## src/rtl/seg_scan_ctrl_pkg.sv

```systemverilog
// Shared definitions for the 4-digit 7-segment scan controller: state encoding,
// digit geometry, board-clock timing defaults and the leading-zero blanking rule.
package seg_scan_ctrl_pkg;

   localparam int unsigned NUM_DIGITS   = 4;
   localparam int unsigned DIGIT_W      = 4;
   localparam int unsigned SEL_W        = $clog2(NUM_DIGITS);
   localparam int unsigned DEF_PRESCALE = 100000;
   localparam int unsigned DEF_BLANK    = 2000;

   typedef enum logic [1:0] {
      S_OFF,
      S_BLANK,
      S_DRIVE
   } scan_state_e;

   typedef struct packed {
      logic                                lzb;
      logic [NUM_DIGITS-1:0]               dp;
      logic [NUM_DIGITS-1:0][DIGIT_W-1:0]  data;
   } snapshot_t;

   // A digit is blanked only when it and every more-significant digit are zero.
   function automatic logic digit_blanked(input snapshot_t snap, input logic [SEL_W-1:0] sel);
      logic blanked;
      blanked = 1'b0;
      if (snap.lzb) begin
         case (sel)
            2'd3:    blanked = (snap.data[3] == '0);
            2'd2:    blanked = (snap.data[3] == '0) && (snap.data[2] == '0);
            2'd1:    blanked = (snap.data[3] == '0) && (snap.data[2] == '0) &&
                               (snap.data[1] == '0);
            default: blanked = 1'b0;
         endcase
      end
      return blanked;
   endfunction

endpackage

```

## src/rtl/scan_slot_timer.sv

```systemverilog
// Per-digit slot counter: counts 0..PRESCALE-1 while enabled, otherwise held at 0,
// and flags the end of the blank phase and the end of the slot.
module scan_slot_timer
   import seg_scan_ctrl_pkg::*;
#(
   parameter int unsigned PRESCALE = DEF_PRESCALE,
   parameter int unsigned BLANK    = DEF_BLANK
) (
   input  logic i_clk,
   input  logic i_rst,
   input  logic i_en,
   output logic o_blank_done,
   output logic o_slot_done,
   output logic o_slot_last_next
);

   localparam int unsigned   CW         = $clog2(PRESCALE);
   localparam logic [CW-1:0] LAST       = CW'(PRESCALE - 1);
   localparam logic [CW-1:0] BLANK_LAST = CW'((BLANK == 0) ? 0 : BLANK - 1);

   logic [CW-1:0] cnt_q, cnt_d;

   assign o_slot_done      = (cnt_q == LAST);
   assign o_blank_done     = (BLANK == 0) || (cnt_q == BLANK_LAST);
   // Lets the parent register outputs that must line up with the last slot cycle.
   assign o_slot_last_next = (cnt_d == LAST);

   always_comb begin
      cnt_d = '0;
      if (i_en && !o_slot_done) begin
         cnt_d = cnt_q + CW'(1);
      end
   end

   always_ff @(posedge i_clk) begin
      if (i_rst) begin
         cnt_q <= '0;
      end else begin
         cnt_q <= cnt_d;
      end
   end

endmodule

```

## src/rtl/seg_scan_ctrl.sv

```systemverilog
// Time-multiplexed 4-digit scan controller: steps digit select with a blanking gap,
// snapshots display data once per frame and applies leading-zero blanking.
module seg_scan_ctrl
   import seg_scan_ctrl_pkg::*;
#(
   parameter int unsigned PRESCALE = DEF_PRESCALE,
   parameter int unsigned BLANK    = DEF_BLANK
) (
   input  logic                          i_clk,
   input  logic                          i_rst,
   input  logic                          i_run,
   input  logic [NUM_DIGITS*DIGIT_W-1:0] i_data,
   input  logic [NUM_DIGITS-1:0]         i_dp,
   input  logic                          i_lzb,
   output logic [SEL_W-1:0]              o_sel,
   output logic                          o_ena,
   output logic [DIGIT_W-1:0]            o_digit,
   output logic                          o_dp,
   output logic                          o_frame
);

   localparam scan_state_e SLOT_ENTRY = (BLANK == 0) ? S_DRIVE : S_BLANK;
   localparam logic [SEL_W-1:0] LAST_SEL = SEL_W'(NUM_DIGITS - 1);

   scan_state_e      state_q, state_d;
   logic [SEL_W-1:0] sel_q, sel_d;
   snapshot_t        snap_q, snap_d;
   logic             snap_load;
   logic             blank_done, slot_done, slot_last_next;

   scan_slot_timer #(
      .PRESCALE (PRESCALE),
      .BLANK    (BLANK)
   ) u_timer (
      .i_clk            (i_clk),
      .i_rst            (i_rst),
      .i_en             (i_run && (state_q != S_OFF)),
      .o_blank_done     (blank_done),
      .o_slot_done      (slot_done),
      .o_slot_last_next (slot_last_next)
   );

   always_comb begin
      state_d   = state_q;
      sel_d     = sel_q;
      snap_load = 1'b0;
      if (!i_run) begin
         state_d = S_OFF;
         sel_d   = '0;
      end else begin
         unique case (state_q)
            S_OFF: begin
               state_d   = SLOT_ENTRY;
               sel_d     = '0;
               snap_load = 1'b1;
            end
            S_BLANK: begin
               if (blank_done) state_d = S_DRIVE;
            end
            S_DRIVE: begin
               if (slot_done) begin
                  state_d   = SLOT_ENTRY;
                  sel_d     = sel_q + SEL_W'(1);
                  snap_load = (sel_q == LAST_SEL);
               end
            end
            default: state_d = S_OFF;
         endcase
      end
      snap_d = snap_q;
      if (snap_load) begin
         snap_d.lzb  = i_lzb;
         snap_d.dp   = i_dp;
         snap_d.data = i_data;
      end
   end

   assign o_sel = sel_q;

   // Outputs are registered from next-state so they track the state register exactly.
   always_ff @(posedge i_clk) begin
      if (i_rst) begin
         state_q <= S_OFF;
         sel_q   <= '0;
         snap_q  <= '0;
         o_ena   <= 1'b0;
         o_digit <= '0;
         o_dp    <= 1'b0;
         o_frame <= 1'b0;
      end else begin
         state_q <= state_d;
         sel_q   <= sel_d;
         snap_q  <= snap_d;
         o_ena   <= (state_d == S_DRIVE) && !digit_blanked(snap_d, sel_d);
         o_digit <= snap_d.data[sel_d];
         o_dp    <= snap_d.dp[sel_d];
         o_frame <= (state_d == S_DRIVE) && (sel_d == LAST_SEL) && slot_last_next;
      end
   end

endmodule

```

## config.mk

```make
export PLATFORM = sky130hd
export DESIGN_NAME = seg_scan_ctrl
export DESIGN_NICKNAME = d
export VERILOG_FILES = /design/src/rtl/seg_scan_ctrl_pkg.sv /design/src/rtl/scan_slot_timer.sv /design/src/rtl/seg_scan_ctrl.sv
export SDC_FILE = /design/constraint.sdc
export NUM_CORES = 1
export LEC_CHECK = 0
export CAP_MARGIN = 20
export CORE_AREA = 2 2 81 83
export DETAILED_ROUTE_END_ITERATION = 6
export DIE_AREA = 0 0 83 85
export GPL_TIMING_DRIVEN = 0
export PLACE_DENSITY = 0.6
export SYNTH_ARGS = -nofsm -noshare
export SYNTH_HDL_FRONTEND = slang
export SYNTH_HIERARCHICAL = 1
export SYNTH_SLANG_ARGS = --single-unit
```

## constraint.sdc

```tcl
create_clock -name i_clk -period 7.25 [get_ports i_clk]
set_input_delay 2.175 -clock i_clk [delete_from_list [all_inputs] [get_ports i_clk]]
set_output_delay 2.175 -clock i_clk [all_outputs]
set_load 0.005 [all_outputs]
```

==> After elaboration in Yosys (flattened, before gate mapping) <==
Cells that the tools add are included.
Widths: inputs -> output; s select.
{ "op_classes": {"n_addsub": 2, "order_cmp": 1, "n_eq_ne": 10, "mux": 19, "reduce_logical": 14} }
{ "ops": {"columns": ["cell", "count"], "rows": [
  ["$eq 17x17->1 const B", 2],
  ["$mux 21", 1],
  ["$add 17x1->17 const B", 1],
  ["$eq 17x11->1 const B", 1],
  ["$mux 17", 1],
  ["$logic_not 4->1", 3],
  ["$eq 2x2->1 const B", 5],
  ["$mux 2", 5],
  ["$bmux 4 s2", 1],
  ["$logic_and 1x1->1", 7],
  ["$pmux 2 s3", 1],
  ["$mux 1", 5],
  ["$eq 2x1->1 const B", 2],
  ["$mux 4", 1],
  ["$pmux 2 s2", 1],
  ["$lt 2x3->1 const B", 1],
  ["$pmux 1 s3", 1],
  ["$add 2x1->2 const B", 1],
  ["$bmux 1 s2", 1],
  ["$logic_not 1->1", 2],
  ["$logic_not 2->1", 1],
  ["$pmux 1 s2", 1],
  ["$reduce_bool 2->1", 1]
]} }
{ "totals": {"ff_bits": 49, "out_inout_bits": 9, "elab_cells": 59} }

==> Logic depth before layout (Yosys ltp) <==
Gate-level depths: netlist (run 1).
{ "depth": {"word_depth": 13, "ltp_mapped": 11} }

==> By module <==
Netlist (run 1), hierarchy kept.
{ "by_module_without_submodules": {"columns": ["module", "instances", "cells_each", "area_per_inst_um2", "seq_area_each_um2"], "rows": [
  ["seg_scan_ctrl", 1, 160, 1470.2, 640.6],
  ["scan_slot_timer", 1, 118, 1029.7, 340.3]
]} }

==> Worst setup path before layout (run 1) <==
No wires, ideal clock.
{ "synth_path": {"path_kind": "input-to-reg", "start": "input port i_run", "end": "register o_ena", "setup_time_ns": 0.120, "t_arrival_ns": 3.596, "required_time_ns": 7.130, "setup_slack_ns": 3.534, "cell_stages": 6, "path_buffers": 1, "cell_sequence": "inv_1 or3_1 buf_2 or4_1 a32o_1 o31a_1"} }
{ "synth_between": {"elab_chain_len": 10, "word_cells_on_any_way": 18} }
{ "synth_lines": {"columns": ["item", "line", "rtl"], "rows": [
  ["start, declared", "seg_scan_ctrl.sv:11", "input logic i_run,"],
  ["$mux 1", "seg_scan_ctrl.sv:47", "if (!i_run) begin"],
  ["$mux 21", "seg_scan_ctrl.sv:71", "if (snap_load) begin"],
  ["$logic_not 4->1 (on tied branches)", "seg_scan_ctrl_pkg.sv:29, seg_scan_ctrl_pkg.sv:30, seg_scan_ctrl_pkg.sv:31", null],
  ["$logic_and 1x1->1", "seg_scan_ctrl_pkg.sv:30, seg_scan_ctrl_pkg.sv:31", null],
  ["$logic_and 1x1->1", "seg_scan_ctrl_pkg.sv:31", "2'd1: blanked = (snap.data[3] == '0) && (snap.data[2] == '0) &&"],
  ["$pmux 1 s3", "seg_scan_ctrl_pkg.sv:28", "case (sel)"],
  ["$mux 1", "seg_scan_ctrl_pkg.sv:27", "if (snap.lzb) begin"],
  ["$mux 1", "seg_scan_ctrl.sv:82", "if (i_rst) begin"],
  ["$logic_not 1->1", "seg_scan_ctrl.sv:94", "o_ena <= (state_d == S_DRIVE) && !digit_blanked(snap_d, sel_d);"],
  ["$logic_and 1x1->1 *", "seg_scan_ctrl.sv:94", null],
  ["end signal, assigned", "seg_scan_ctrl.sv:94", null],
  ["end, declared", "seg_scan_ctrl.sv:16", "output logic o_ena,"]
]} }
Mark *: on every way between the ends. The rest lies on a longest branch, timed or not. The select of a mux whose other input is x is not followed.
A chain may end at the register's enable or synchronous reset.

==> Final worst setup path (run 1) <==
{ "layout_path": {"start": "input port i_run", "end": "register o_digit[3]"} }
{ "layout_between": {"elab_chain_len": 4, "word_cells_on_any_way": 5} }
{ "layout_lines": {"columns": ["item", "line", "rtl"], "rows": [
  ["$mux 1", "seg_scan_ctrl.sv:47", null],
  ["$mux 21", "seg_scan_ctrl.sv:71", null],
  ["$bmux 4 s2 *", "seg_scan_ctrl.sv:95", "o_digit <= snap_d.data[sel_d];"],
  ["$mux 4 (implied by the code) *", "seg_scan_ctrl.sv:95", null],
  ["end signal, assigned", "seg_scan_ctrl.sv:95", null],
  ["end, declared", "seg_scan_ctrl.sv:17", "output logic [DIGIT_W-1:0] o_digit,"]
]} }
Marks and branches as above.

==> results_tabular.tex, run 1 <==
\begin{tabular}{lr}
\hline
Metric & Value \\
\hline
\multicolumn{2}{l}{\textbf{Yosys}} \\
Cell type contributing the most total cell area after synthesis & dfxtp\_1 \\
Compound-gate portion of the synthesized area & 0.118 \\
Gate count after technology mapping & 278 \\
Sequential cell area fraction in the yosys report & 0.392 \\
Adder and majority cell fraction of the synthesized area & 0.0100 \\
Post-synthesis instance area & 2500 um2 \\
Fraction of the mapped netlist area in simple logic gates & 0.292 \\
Share of synthesized registers carrying an async set or reset & 0 \\
Post-synthesis share of cell area spent on xor and xnor gates & 0.0490 \\
Most used flip-flop cell after synthesis & dfxtp\_1 \\
Portion of synthesized cell area occupied by the leading cell type & 0.392 \\
Mean post-synth cell area & 8.99 um2 \\
Multiplexer share of the synthesized area & 0.0901 \\
Main combinational cell family by area after synthesis & simple AND/OR/NAND/NOR gates \\
Largest cells by area after synthesis & dfxtp\_1 39\%, mux2\_2 5.4\%, nand2\_1 4.8\% \\
FF+latch count, synth & 49 \\
Post-Syn Nets & 304 \\
EDFF count, synth & 0 \\
Count of cell types in the netlist & 53 \\
Number of warnings printed during yosys synthesis & 6 \\
\multicolumn{2}{l}{\textbf{Timing}} \\
Final critical-path share of the clock period & 0.562 \\
Time the worst path needs with I/O delays and setup & 4.08 ns \\
Number of hold violations in the final report & 0 \\
Max-slew headroom at the worst pin & 0.579 \\
Total of endpoints with negative setup slack in the final report & 0 \\
Final worst clock skew & 0.00710 ns \\
Worst hold slack & 0.458 ns \\
Max Slew Vio Count & 0 \\
Post-route setup TNS & 0 ns \\
RSZ-0062 raised after global routing & false \\
Transition time of the tightest slew-check pin & 0.632 ns \\
Maximum clock frequency & 245 MHz \\
\multicolumn{2}{l}{\textbf{Setup path}} \\
Start of the worst register-to-register path & u\_timer/cnt\_q[12]\$\_SDFF\_PP0\_ \\
Internal reg-to-reg setup slack & 4.03 ns \\
Crit path DAT & 4.25 ns \\
Source of the critical timing path & i\_run \\
Depth of the worst register-to-register path & 10 \\
Worst setup path class & input port to flop \\
Endpoint type of the worst setup path & flop \\
CP Max Fanout & 10 \\
Required @ worst endpoint & 7.42 ns \\
Endpoint of the worst-slack reg-to-reg timing path & o\_digit[3]\$\_SDFF\_PP0\_ \\
Kind of start point of the critical path & input port \\
\multicolumn{2}{l}{\textbf{Clock tree}} \\
Cell at the root of the clock tree & clkbuf\_8 \\
Count of hold-fix buffers inserted at cts & 0 \\
CTS H-tree lvls & 2 \\
Maximum number of buffers from clock root to sink & 2 \\
Post\_cts resized & 0 \\
Buffer count from post-CTS setup fixing & 0 \\
Clock buffer count from CTS & 5 \\
TritonCTS sink count & 49 \\
Later-pin clock latency in the skew report & 0.30 ns \\
CTS clk-pin slew, worst paths & 0.09 ns \\
TritonCTS clock tree & yes \\
\multicolumn{2}{l}{\textbf{Cells and area}} \\
ANT cells & 0 \\
Highest-count cells in the layout ignoring fill and taps & 49 x dfxtp\_1, 32 x nand2\_1, 32 x clkdlybuf4s50\_1 \\
Final nets & 343 \\
Area growth syn-to-layout & 20.5\% \\
Commonest non-fill, non-tap cell in the layout & dfxtp\_1 \\
Share of final-layout standard cells stronger than drive strength 1 & 0.126 \\
\multicolumn{2}{l}{\textbf{Routing}} \\
Vias per std cell & 5.38 \\
Number of nets still failing antenna checks after routing & 0 \\
Number of detailed-routing iterations run before antenna repair & 4 \\
Post-Route WL & 5860 um \\
Iter 0 DRT Violations & 139 \\
DR vias & 2126 \\
Post-detailed-route wirelength per cell & 14.8 um \\
\# DRC & 0 \\
\multicolumn{2}{l}{\textbf{Die}} \\
Floorplan die area & 7060 um2 \\
Ports & 33 \\
Die height & 85 um \\
Core box area & 6200 um2 \\
Initial standard-cell utilization of the core & 0.403 \\
Std-Cell Rows & 29 \\
Horizontal extent of the die & 83 um \\
\multicolumn{2}{l}{\textbf{Placed design}} \\
Number of buffer cells added on primary ports & 32 \\
Final GP Congestion & 0.818 \\
Total half-perimeter wirelength after legalization and detailed placement & 4330 um \\
\multicolumn{2}{l}{\textbf{GRT}} \\
Number of global-route vias before repair & 2004 \\
Global-route wire length before repair & 9650 um \\
GRT Residual Overflow & 0 \\
Maximum number of pins on one net before global-route repair & 16 \\
Initial antenna violation count & 0 \\
Total global-route track usage & 0.168 \\
\multicolumn{2}{l}{\textbf{Worst hold path}} \\
Class of the tightest hold or removal check & flop to flop \\
Min-Delay Path Depth & 2 \\
Endpoint, Worst Hold & snap\_q[3]\$\_SDFF\_PP0\_ \\
Hold\_sp & snap\_q[3]\$\_SDFF\_PP0\_ \\
\multicolumn{2}{l}{\textbf{Power}} \\
IR drop worst, VDD & 0.0000887 V \\
LEAKAGE & 0.00106 uW \\
Power density over the cells & 168 nW/um2 \\
\multicolumn{2}{l}{\textbf{Run status}} \\
Run status & complete, no violations \\
\multicolumn{2}{l}{\textbf{Job}} \\
Number of maximum-capacitance violations & 0 \\
\hline
\end{tabular}
==> worst max-delay path: stages <==
cell	delay, ns
clkdlybuf4s50_1	0.47
inv_1	0.11
or3_1	0.35
buf_2	0.19
buf_2	0.21
mux2_2	0.29
a22oi_1	0.25
o221ai_1	0.18
==> power by group <==
| part | leakage (uW) | switching, uW | total, uW | internal [uW] |
|---|---|---|---|---|
| Combinational | 0.000605 | 24.0 | 53.6 | 29.6 |
| Sequential | 0.000399 | 3.86 | 282 | 278 |
| Clock | 0.0000512 | 92.9 | 170 | 77.5 |
| Total | 0.00106 | 121 | 506 | 385 |
==> routing by layer <==
layer  routed length [um]  vias up  global-route usage
li1                     -     1072                   -
met4                   76        0              0.0566
met1                 2990     1003               0.239
met5                    0        -                   0
met2                 2550       43               0.250
met3                  242        8              0.0389
==> sequential cells by signal (all words and copies together), names as in the netlist <==
name / count
o_sel: 2
o_digit: 4
o_ena: 1
o_frame: 1
state_q: 2
o_dp: 1
snap_q: 21
u_timer/cnt_q: 17
==> cells in the mapped netlist (3+ instances only) <==
| cell type | number |
|---|---|
| buf_2 | 3 |
| clkbuf_1 | 7 |
| inv_1 | 6 |
| a21oi_1 | 13 |
| mux2_2 | 12 |
| nor2b_1 | 14 |
| nand3_1 | 10 |
| nor2_1 | 29 |
| nand3b_1 | 3 |
| nand4b_1 | 3 |
| nor4_1 | 6 |
| xor2_1 | 5 |
| nand2_1 | 32 |
| a22oi_1 | 4 |
| mux2i_1 | 9 |
| nor3_1 | 9 |
| xnor2_1 | 9 |
| or4_1 | 3 |
| dfxtp_1 | 49 |
| o221ai_1 | 4 |
| buf_6 | 3 |
| nand4_1 | 3 |
==> area by class of cell <==
cell class	count	area, um2
inverter	6	22.5
clock inverter	2	13.8
sequential	49	981
multi-input combinational	207	1400
clock buffer	6	82.6
fill	594	3190
timing repair buffer	32	320
tap	77	96.3
buffer	16	100
==> how the worst max path moves through the flow <==
stage                       endpoint  slack (ns)  cells past startpoint
2_1_floorplan       o_ena$_SDFF_PP0_        3.53                      6
3_3_place_gp   o_digit[3]$_SDFF_PP0_        2.84                      9
3_5_place_dp   o_digit[3]$_SDFF_PP0_        2.84                      9
4_1_cts        o_digit[3]$_SDFF_PP0_        3.18                      9
5_1_grt        o_digit[1]$_SDFF_PP0_        3.03                      6
6_report       o_digit[3]$_SDFF_PP0_        3.17                      8
==> cells by family after synthesis <==
group | after synthesis
AND/OR/NAND/NOR | 130
flip-flops | 49
AO/OA/AOI/OAI | 40
buffers and inverters | 22
multiplexers | 21
XOR/XNOR | 14
adder cells (fa/ha/maj) | 2
==> through the flow <==
| step | total power (uW) | utilization | worst slack (ns) | instance area [um2] | instances |
|---|---|---|---|---|---|
| 2_1_floorplan | 316 | - | 3.53 | 2500 | 278 |
| 3_3_place_gp | 341 | 0.470 | 2.84 | 2920 | 387 |
| 3_5_place_dp | 342 | 0.470 | 2.84 | 2920 | 387 |
| 4_1_cts | 512 | 0.486 | 3.18 | 3010 | 395 |
| 5_1_grt | 529 | 0.486 | 3.03 | 3010 | 395 |
| 6_report | 506 | 0.486 | 3.17 | 3010 | 395 |
No activity file was read; power rests on OpenSTA's default activity.
==> run 2, diff against run 1 <==
==> constraint.sdc (replaced) <==
create_clock -name i_clk -period 3.77 [get_ports i_clk]
set_input_delay 1.131 -clock i_clk [delete_from_list [all_inputs] [get_ports i_clk]]
set_output_delay 1.131 -clock i_clk [all_outputs]
set_load 0.005 [all_outputs]
==> results of run 2 <==
The final DEF is identical to that of run 1. Status: complete, no violations.
Among the figures that moved: setup slack after placement 2.84 ns -> 0.404 ns; setup slack after layout 3.17 ns -> 0.551 ns; start point of the critical path i_run -> u_timer/cnt_q[12]$_SDFF_PP0_; register-to-register setup slack 4.03 ns -> 0.55 ns; total power 506 uW -> 972 uW; worst IR drop on VDD 0.0000887 V -> 0.000171 V
==> run 3, diff against run 2 <==
--- a/config.mk
+++ b/config.mk
@@ -5,6 +5,7 @@
 export SDC_FILE = /design/constraint.sdc
 export NUM_CORES = 1
 export LEC_CHECK = 0
+export ABC_AREA = 0
 export CAP_MARGIN = 20
 export CORE_AREA = 2 2 81 83
 export DETAILED_ROUTE_END_ITERATION = 6
==> results of run 3 <==
The final DEF is identical to that of run 1. Status: complete, no violations.
Among the figures that moved: setup slack after placement 2.84 ns -> 0.404 ns; setup slack after layout 3.17 ns -> 0.551 ns; start point of the critical path i_run -> u_timer/cnt_q[12]$_SDFF_PP0_; register-to-register setup slack 4.03 ns -> 0.55 ns; total power 506 uW -> 972 uW; worst IR drop on VDD 0.0000887 V -> 0.000171 V
